==> config.mk <==
export PLATFORM = sky130hd
export DESIGN_NAME = da_wave_ctrl
export DESIGN_NICKNAME = d
export VERILOG_FILES = /design/src/rtl/da_pkg.sv /design/src/rtl/da_amp_scale.sv /design/src/rtl/da_wave_ctrl.sv
export SDC_FILE = /design/constraint.sdc
export NUM_CORES = 1
export LEC_CHECK = 0
export CAP_MARGIN = 25
export CORE_MARGIN = 2
export CORE_UTILIZATION = 35
export DETAILED_ROUTE_END_ITERATION = 16
export GPL_TIMING_DRIVEN = 0
export PLACE_DENSITY = 0.53
export SYNTH_ARGS = -nofsm -noshare
export SYNTH_HDL_FRONTEND = slang
export SYNTH_SLANG_ARGS = --single-unit
==> constraint.sdc <==
create_clock -name clk -period 4.6 [get_ports clk]
set_input_delay 0.46 -clock clk [delete_from_list [all_inputs] [get_ports clk]]
set_output_delay 0.46 -clock clk [all_outputs]
set_load 0.005 [all_outputs]
==> src/rtl/da_pkg.sv <==
// Shared types and default widths for the DAC waveform sequencer.
package da_pkg;

  localparam int unsigned PhaseWDef = 32;
  localparam int unsigned AddrWDef  = 10;
  localparam int unsigned DataWDef  = 10;
  localparam int unsigned AmpWDef   = 8;

  localparam int unsigned DAC_MIDSCALE = 512;

  typedef enum logic [1:0] {
    StIdle,
    StRun,
    StPend
  } da_state_e;

endpackage

==> src/rtl/da_amp_scale.sv <==
// Offset-binary amplitude scaler with registered DAC output.
// Idle (valid low) drives midscale so the DAC rests at zero signal.
module da_amp_scale
  import da_pkg::*;
#(
  parameter int unsigned DATA_W = DataWDef,
  parameter int unsigned AMP_W  = AmpWDef
) (
  input  logic              clk,
  input  logic              rst_n,
  input  logic              valid,
  input  logic [DATA_W-1:0] rd_data,
  input  logic [AMP_W-1:0]  amp,
  output logic [DATA_W-1:0] da_data
);

  localparam int unsigned ProdW = DATA_W + AMP_W + 1;
  localparam logic [DATA_W-1:0] Mid = {1'b1, {(DATA_W-1){1'b0}}};

  logic signed [DATA_W:0]  smp;
  logic signed [ProdW-1:0] prod;
  logic signed [ProdW-1:0] shifted;
  logic [DATA_W-1:0]       da_d;
  logic [DATA_W-1:0]       da_q;

  always_comb begin
    smp     = $signed({1'b0, rd_data}) - $signed({1'b0, Mid});
    prod    = ProdW'(smp) * ProdW'($signed({1'b0, amp}));
    shifted = prod >>> AMP_W;
    // |gain| < 1, so the rescaled sample always lands back inside the DAC range
    da_d    = valid ? DATA_W'(shifted) + Mid : Mid;
  end

  always_ff @(posedge clk or negedge rst_n) begin
    if (!rst_n) begin
      da_q <= Mid;
    end else begin
      da_q <= da_d;
    end
  end

  assign da_data = da_q;

endmodule

==> src/rtl/da_wave_ctrl.sv <==
// DDS sequencer: phase accumulator addresses the waveform ROM; new configs swap in on a wrap.
// Define DA_WAVE_CTRL_BURST_EN to add cfg_burst/done for auto-stop after N periods.
module da_wave_ctrl
  import da_pkg::*;
#(
  parameter int unsigned PHASE_W = PhaseWDef,
  parameter int unsigned ADDR_W  = AddrWDef,
  parameter int unsigned DATA_W  = DataWDef,
  parameter int unsigned AMP_W   = AmpWDef
) (
  input  logic               clk,
  input  logic               rst_n,
  input  logic               cfg_valid,
  output logic               cfg_ready,
  input  logic [PHASE_W-1:0] cfg_fword,
  input  logic [ADDR_W-1:0]  cfg_poff,
  input  logic [AMP_W-1:0]   cfg_amp,
`ifdef DA_WAVE_CTRL_BURST_EN
  input  logic [15:0]        cfg_burst,
  output logic               done,
`endif
  input  logic               start,
  input  logic               stop,
  output logic [ADDR_W-1:0]  rd_addr,
  input  logic [DATA_W-1:0]  rd_data,
  output logic               da_clk,
  output logic [DATA_W-1:0]  da_data,
  output logic               busy,
  output logic               wrap
);

  typedef struct packed {
    logic [PHASE_W-1:0] fword;
    logic [ADDR_W-1:0]  poff;
    logic [AMP_W-1:0]   amp;
`ifdef DA_WAVE_CTRL_BURST_EN
    logic [15:0]        burst;
`endif
  } cfg_t;

  localparam cfg_t CfgRst = '{amp: '1, default: '0};

  da_state_e          state_q, state_d;
  logic [PHASE_W-1:0] acc_q, acc_d;
  cfg_t               act_q, act_d;
  cfg_t               sh_q, sh_d;
  cfg_t               cfg_in;
  logic               wrap_q, wrap_d;
  logic               vld_q, vld_d;
  logic [AMP_W-1:0]   amp_p_q, amp_p_d;
  logic [PHASE_W:0]   sum;
  logic               hs;
  logic               auto_stop;
`ifdef DA_WAVE_CTRL_BURST_EN
  logic [15:0]        cnt_q, cnt_d;
  logic               done_q, done_d;
`endif

  always_comb begin
    cfg_in.fword = cfg_fword;
    cfg_in.poff  = cfg_poff;
    cfg_in.amp   = cfg_amp;
`ifdef DA_WAVE_CTRL_BURST_EN
    cfg_in.burst = cfg_burst;
`endif
  end

  always_comb begin
    state_d   = state_q;
    acc_d     = acc_q;
    act_d     = act_q;
    sh_d      = sh_q;
    wrap_d    = 1'b0;
    auto_stop = 1'b0;
    hs        = cfg_valid && (state_q != StPend);
    sum       = {1'b0, acc_q} + {1'b0, act_q.fword};
    vld_d     = busy;
    amp_p_d   = act_q.amp;
`ifdef DA_WAVE_CTRL_BURST_EN
    cnt_d     = cnt_q;
    done_d    = 1'b0;
`endif
    unique case (state_q)
      StIdle: begin
        if (hs) act_d = cfg_in;
        // act_d already holds a same-cycle handshake, so that config drives this start
        if (start && !stop) begin
          state_d = StRun;
          acc_d   = {act_d.poff, {(PHASE_W-ADDR_W){1'b0}}};
`ifdef DA_WAVE_CTRL_BURST_EN
          cnt_d   = '0;
`endif
        end
      end
      StRun, StPend: begin
        acc_d  = sum[PHASE_W-1:0];
        wrap_d = sum[PHASE_W];
`ifdef DA_WAVE_CTRL_BURST_EN
        if (sum[PHASE_W]) cnt_d = cnt_q + 16'd1;
        auto_stop = sum[PHASE_W] && (act_q.burst != '0) && (cnt_d == act_q.burst);
        done_d    = auto_stop && !stop;
`endif
        if (stop || auto_stop) begin
          state_d = StIdle;
          // an accepted config is never dropped on the way to idle
          if (state_q == StPend) act_d = sh_q;
          else if (hs)           act_d = cfg_in;
        end else if (state_q == StPend && sum[PHASE_W]) begin
          state_d = StRun;
          act_d   = sh_q;
          acc_d   = {sh_q.poff, {(PHASE_W-ADDR_W){1'b0}}};
`ifdef DA_WAVE_CTRL_BURST_EN
          cnt_d   = '0;
`endif
        end else if (state_q == StRun && hs) begin
          state_d = StPend;
          sh_d    = cfg_in;
        end
      end
      default: state_d = StIdle;
    endcase
  end

  always_ff @(posedge clk or negedge rst_n) begin
    if (!rst_n) begin
      state_q <= StIdle;
      acc_q   <= '0;
      act_q   <= CfgRst;
      sh_q    <= '0;
      wrap_q  <= 1'b0;
      vld_q   <= 1'b0;
      amp_p_q <= '1;
`ifdef DA_WAVE_CTRL_BURST_EN
      cnt_q   <= '0;
      done_q  <= 1'b0;
`endif
    end else begin
      state_q <= state_d;
      acc_q   <= acc_d;
      act_q   <= act_d;
      sh_q    <= sh_d;
      wrap_q  <= wrap_d;
      vld_q   <= vld_d;
      amp_p_q <= amp_p_d;
`ifdef DA_WAVE_CTRL_BURST_EN
      cnt_q   <= cnt_d;
      done_q  <= done_d;
`endif
    end
  end

  assign rd_addr   = acc_q[PHASE_W-1 -: ADDR_W];
  assign busy      = (state_q != StIdle);
  assign cfg_ready = (state_q != StPend);
  assign wrap      = wrap_q;
  assign da_clk    = ~clk;
`ifdef DA_WAVE_CTRL_BURST_EN
  assign done      = done_q;
`endif

  // vld_q/amp_p_q line up with rd_data, one cycle behind rd_addr
  da_amp_scale #(
    .DATA_W (DATA_W),
    .AMP_W  (AMP_W)
  ) u_amp_scale (
    .clk     (clk),
    .rst_n   (rst_n),
    .valid   (vld_q),
    .rd_data (rd_data),
    .amp     (amp_p_q),
    .da_data (da_data)
  );

endmodule

* Word level (Yosys, flattened, before mapping)
Cells that the tools add are included.
** Word-level totals
- Flip-flop bits (word level) :: 154
- Latch bits :: 0
- Bits in writable memories :: 0
- Memory bits (read-only) :: 0
- Memories :: 0
** Cells by class
- Add/sub/neg operators :: 3
- Multipliers :: 1
- Divide/modulo/power cells :: 0
- Order comparisons :: 0
- Equality and inequality tests :: 6
- Shift operators :: 0
- Muxes and demuxes :: 16
- Bitwise gates (word level) :: 3
- Reductions and logical operators :: 13
** Operator list (count)
- 2-to-1 mux 50 bit :: 4
- case mux 50 bit (2 select lines) :: 1
- 2-to-1 mux 32 bit :: 3
- case mux 32 bit (2 select lines) :: 1
- adder 32 x 32 -> 33 bit :: 1
- multiplier 11 x 9 -> 18 bit :: 1
- subtractor 10 x 10 -> 11 bit, second input constant :: 1
- adder 10 bit, second input constant :: 1
- 2-to-1 mux 10 bit :: 1
- 2-to-1 mux 2 bit :: 4
- AND reduction 2 bit :: 3
- logical AND 1 bit :: 4
- != test 2 bit, second input constant :: 2
- != test 4 bit, second input constant :: 1
- case mux 2 bit (2 select lines) :: 1
- AND reduction 4 bit :: 1
- nonzero test 2 bit :: 2
- != test 3 bit, second input constant :: 1
- inverter 1 bit :: 3
- == test 2 x 1 -> 1 bit, second input constant :: 1
- == test 2 bit, second input constant :: 1
- zero test 2 bit :: 1
- OR reduction 2 bit :: 1
- zero test 1 bit :: 1
- 2-to-1 mux 1 bit :: 1

* Longest topological paths before layout
- Depth in word-level cells :: 7
- Mapped depth :: 19
- Mapped depth without buffers :: 18

* Cells and area by module
From an unflattened synthesis, not the netlist that was laid out.
** Unflattened totals
- Cell total of the unflattened synthesis :: 1109
- Area total of the unflattened synthesis :: 10810.4 um2
** Modules (own cells, without submodules)
- da_wave_ctrl :: times used 1, cells each 745, area each 7569.8 um2, seq. area each 3623.5 um2
- da_amp_scale :: times used 1, cells each 364, area each 3240.6 um2, seq. area each 251.5 um2

==> impl_metrics.env <==
export IMPL_timing_rr_end="u_amp_scale.da_data[7]"
export IMPL_vias_per_cell=5.06
export IMPL_async_flop_share_pct=100
export IMPL_crit_fanout=7
export IMPL_fin_ws_ns=-0.0618
export IMPL_ys_seq_area_share_pct=36.4
export IMPL_stdcell_area_sq_mm=0.0129
export IMPL_numCtsBuffers=17
export IMPL_reg2reg_from="amp_p_q[2]"
export IMPL_cts_buffer_depth=2
export IMPL_r2r_slack_ns=-0.06
export IMPL_drv_slew=0
export IMPL_core_sq_mm=0.0298
export IMPL_io_buffers=88
export IMPL_endpoint_kind="register"
export IMPL_drt_pass1_iter_count=4
export IMPL_gr_total_overflow=0
export IMPL_num_rows=63
export IMPL_root_buffer="clkbuf_16"
export IMPL_ys_ff_latch=154
export IMPL_postSynthCellCount=1043
export IMPL_clk_pin_slew_ns=0.08
export IMPL_grt_pass1_vias=8252
export IMPL_rsz0062_at_grt="yes"
export IMPL_grt_usage_pct=17.9
export IMPL_synth_net_count=1239
export IMPL_cp_slowest_cell="dfstp_2"
export IMPL_cpPeakStageDelay_ns=0.64
export IMPL_synth_edf_count=0
export IMPL_cts_tree="done"
export IMPL_ios=89
export IMPL_regArea_sq_mm=0.00387
export IMPL_fin_worst_skew_ns=0.0163
export IMPL_path_class="reg2reg"
export IMPL_nets=1358
export IMPL_multi_input_comb_area_sq_mm=0.00621
export IMPL_violations="negative setup slack"
export IMPL_n_fill_cell=2900
export IMPL_hold_slack_ns=0.367
export IMPL_final_common_cell="dfrtp_1"
export IMPL_start_util_pct=35.7
export IMPL_syn_avg_cell_area_sq_um=10.2
export IMPL_layout_drive_gt1_share_pct=13.7
export IMPL_place_gp_congestion=0.847
export IMPL_vias=7930
export IMPL_hold_depth=0
export IMPL_ys_flop_type="dfrtp_1"
export IMPL_yosys_top_cells_area="dfrtp_1 (32%), fa_1 (12%), ha_1 (7.9%)"
export IMPL_cp_common_cell="fa_1"
export IMPL_grt_pass1_wl_microns=44600
export IMPL_syn_area_sq_mm=0.0106
export IMPL_period_share_pct=101
export IMPL_antenna_found_initial=1
export IMPL_yosys_area_top_type="dfrtp_1"
export IMPL_fin_util_pct=43.2
export IMPL_reg2reg_depth=19
export IMPL_required_ns=4.94
export IMPL_slew_limit_headroom_pct=48.8
export IMPL_insertion_delay_ns=0.45
export IMPL_worst_setup_path_start_kind="register"
export IMPL_status="finished, violations left"
export IMPL_period_needed_ns=4.66
export IMPL_cap_violations=0
export IMPL_dpl_hpwl_microns=20200
export IMPL_setup_violations=4
export IMPL_die_h_microns=178
export IMPL_ant_nets=0
export IMPL_holdPathEnd="amp_p_q[3]"
export IMPL_worst_pin_slew_ns=0.763
export IMPL_die_w_microns=178
export IMPL_wl_per_cell_microns=17.1
export IMPL_cts_htree_levels=4
export IMPL_synth_cell_types=59
export IMPL_min_delay_start="amp_p_d[3]"
export IMPL_drtIter0Drc=318
export IMPL_cp_arrival_ns=5.00
export IMPL_drc=0
export IMPL_placed_cell_area_sq_mm=0.0120
export IMPL_hold_path_class="reg2reg"
export IMPL_final_cell_mix="dfrtp_1 (137), inv_1 (104), nand2_1 (85), clkdlybuf4s50_1 (79), ha_1 (65)"
export IMPL_hold_viol=0
export IMPL_fp_dieArea_sq_mm=0.0318
export IMPL_crit_chain="buf_6, nand2_2, fa_1, inv_1, fa_1, inv_1, fa_1, fa_1, inv_2, ha_4, nor3_4, o41ai_4, a311oi_2, o21ai_2, buf_4, a31oi_4, o21bai_1, xnor2_1, nor2b_1"
export IMPL_yosysWarnings=0
export IMPL_grt_max_degree=96
export IMPL_syn_to_final_growth_pct=21.0
export IMPL_finalSetupTns_ns=-0.148
export IMPL_fmax_mhz=215
export IMPL_netlist_area_leader_share_pct=32.2
export IMPL_wl_microns=26700
==> synthesized netlist by cell type, drive strengths merged (2+ instances only) <==
library cell  number
a31oi             11
inv              107
a31o               2
a22o               4
o31a               3
nor2              27
clkbuf            35
a21oi             41
nand3             12
o31ai              2
and2              45
and3               4
o21bai             7
nor2b              7
nand2b            14
o311ai             3
a22oi              3
a311oi             2
dfstp             17
or3                5
fa                64
buf               22
ha                67
xnor2             27
nand4              4
o211ai             5
mux2              53
nor3               8
xor2              14
o21ai             48
a2bb2oi           50
a21o              12
a311o              2
o21a               6
a211oi             5
o22ai             52
dfrtp            137
a21boi             2
o221ai             3
mux2i              9
nand2             89
==> timing repair <==
item | CTS | global route
endpoints found under the setup margin | 8 | 5
pin swaps | 18 | 10
buffers inserted | 9 | 6
gates resized for setup | 29 | 10
hold endpoints to repair | 56 | 0
hold buffers | 1 | 0
==> cells by family after synthesis <==
logic type / Yosys count / synth area share (%)
mux: 62 / 6.46
xor+xnor: 41 / 3.37
compound gates: 270 / 17.4
simple gates: 221 / 10.1
flops: 154 / 36.4
buf+inv: 164 / 6.31
fa+ha+maj: 131 / 19.9
==> area by class of cell <==
type / count / share of cell area (%)
diodes: 1 / 0.0194
plain buffers: 52 / 1.95
clock buffers: 18 / 3.38
clock inverters: 16 / 1.39
inverters: 106 / 3.09
multi-input cells: 725 / 48.2
flip-flops and latches: 154 / 30.1
well taps: 390 / 3.79
repair buffers: 104 / 8.10
==> routing by layer <==
metal	global-route usage, %	up-vias	share of wire [%]
met1	24.7	3912	48
met2	29.3	101	47
met3	2.81	21	3.6
met4	4.81	0	1.4
met5	0	-	0
li1	-	3896	-
==> flip-flops by register name (all words and copies together) (netlist names) <==
| signal | cells |
|---|---|
| state_q | 2 |
| amp_p_d | 8 |
| acc_q | 32 |
| vld_q | 1 |
| u_amp_scale.da_data | 10 |
| sh_q | 50 |
| wrap | 1 |
| amp_p_q | 8 |
| act_q | 42 |
==> through the flow <==
| stage | setup slack [ns] | instances |
|---|---|---|
| after global placement | -3.57 | 1521 |
| after CTS | -0.0795 | 1559 |
| after detailed placement | -1.02 | 1522 |
| after global routing | -0.198 | 1565 |
| final | -0.0618 | 1566 |
| after floorplan | 0.0106 | 1043 |
==> worst max path at each step <==
stage / start / to / cells past startpoint
after CTS: amp_p_q[2] / u_amp_scale.da_data[9] / 18
after global placement: rst_n / u_amp_scale.da_data[8] / 1
after floorplan: amp_p_q[1] / u_amp_scale.da_data[9] / 19
final: amp_p_q[2] / u_amp_scale.da_data[7] / 19
after detailed placement: rd_data[3] / u_amp_scale.da_data[9] / 19
after global routing: amp_p_q[2] / u_amp_scale.da_data[9] / 19
==> critical path, delay by kind of cell, from the launching register on <==
family | cells | cell delay, ns
buf+inv | 5 | 0.43
simple gates | 3 | 0.31
fa+ha+maj | 5 | 2.10
compound gates | 5 | 0.89
xor+xnor | 1 | 0.16
flops | 1 | 0.64
Power is not shown: default switching activity piles up to over one toggle a cycle in this logic, so the estimate is an artifact.
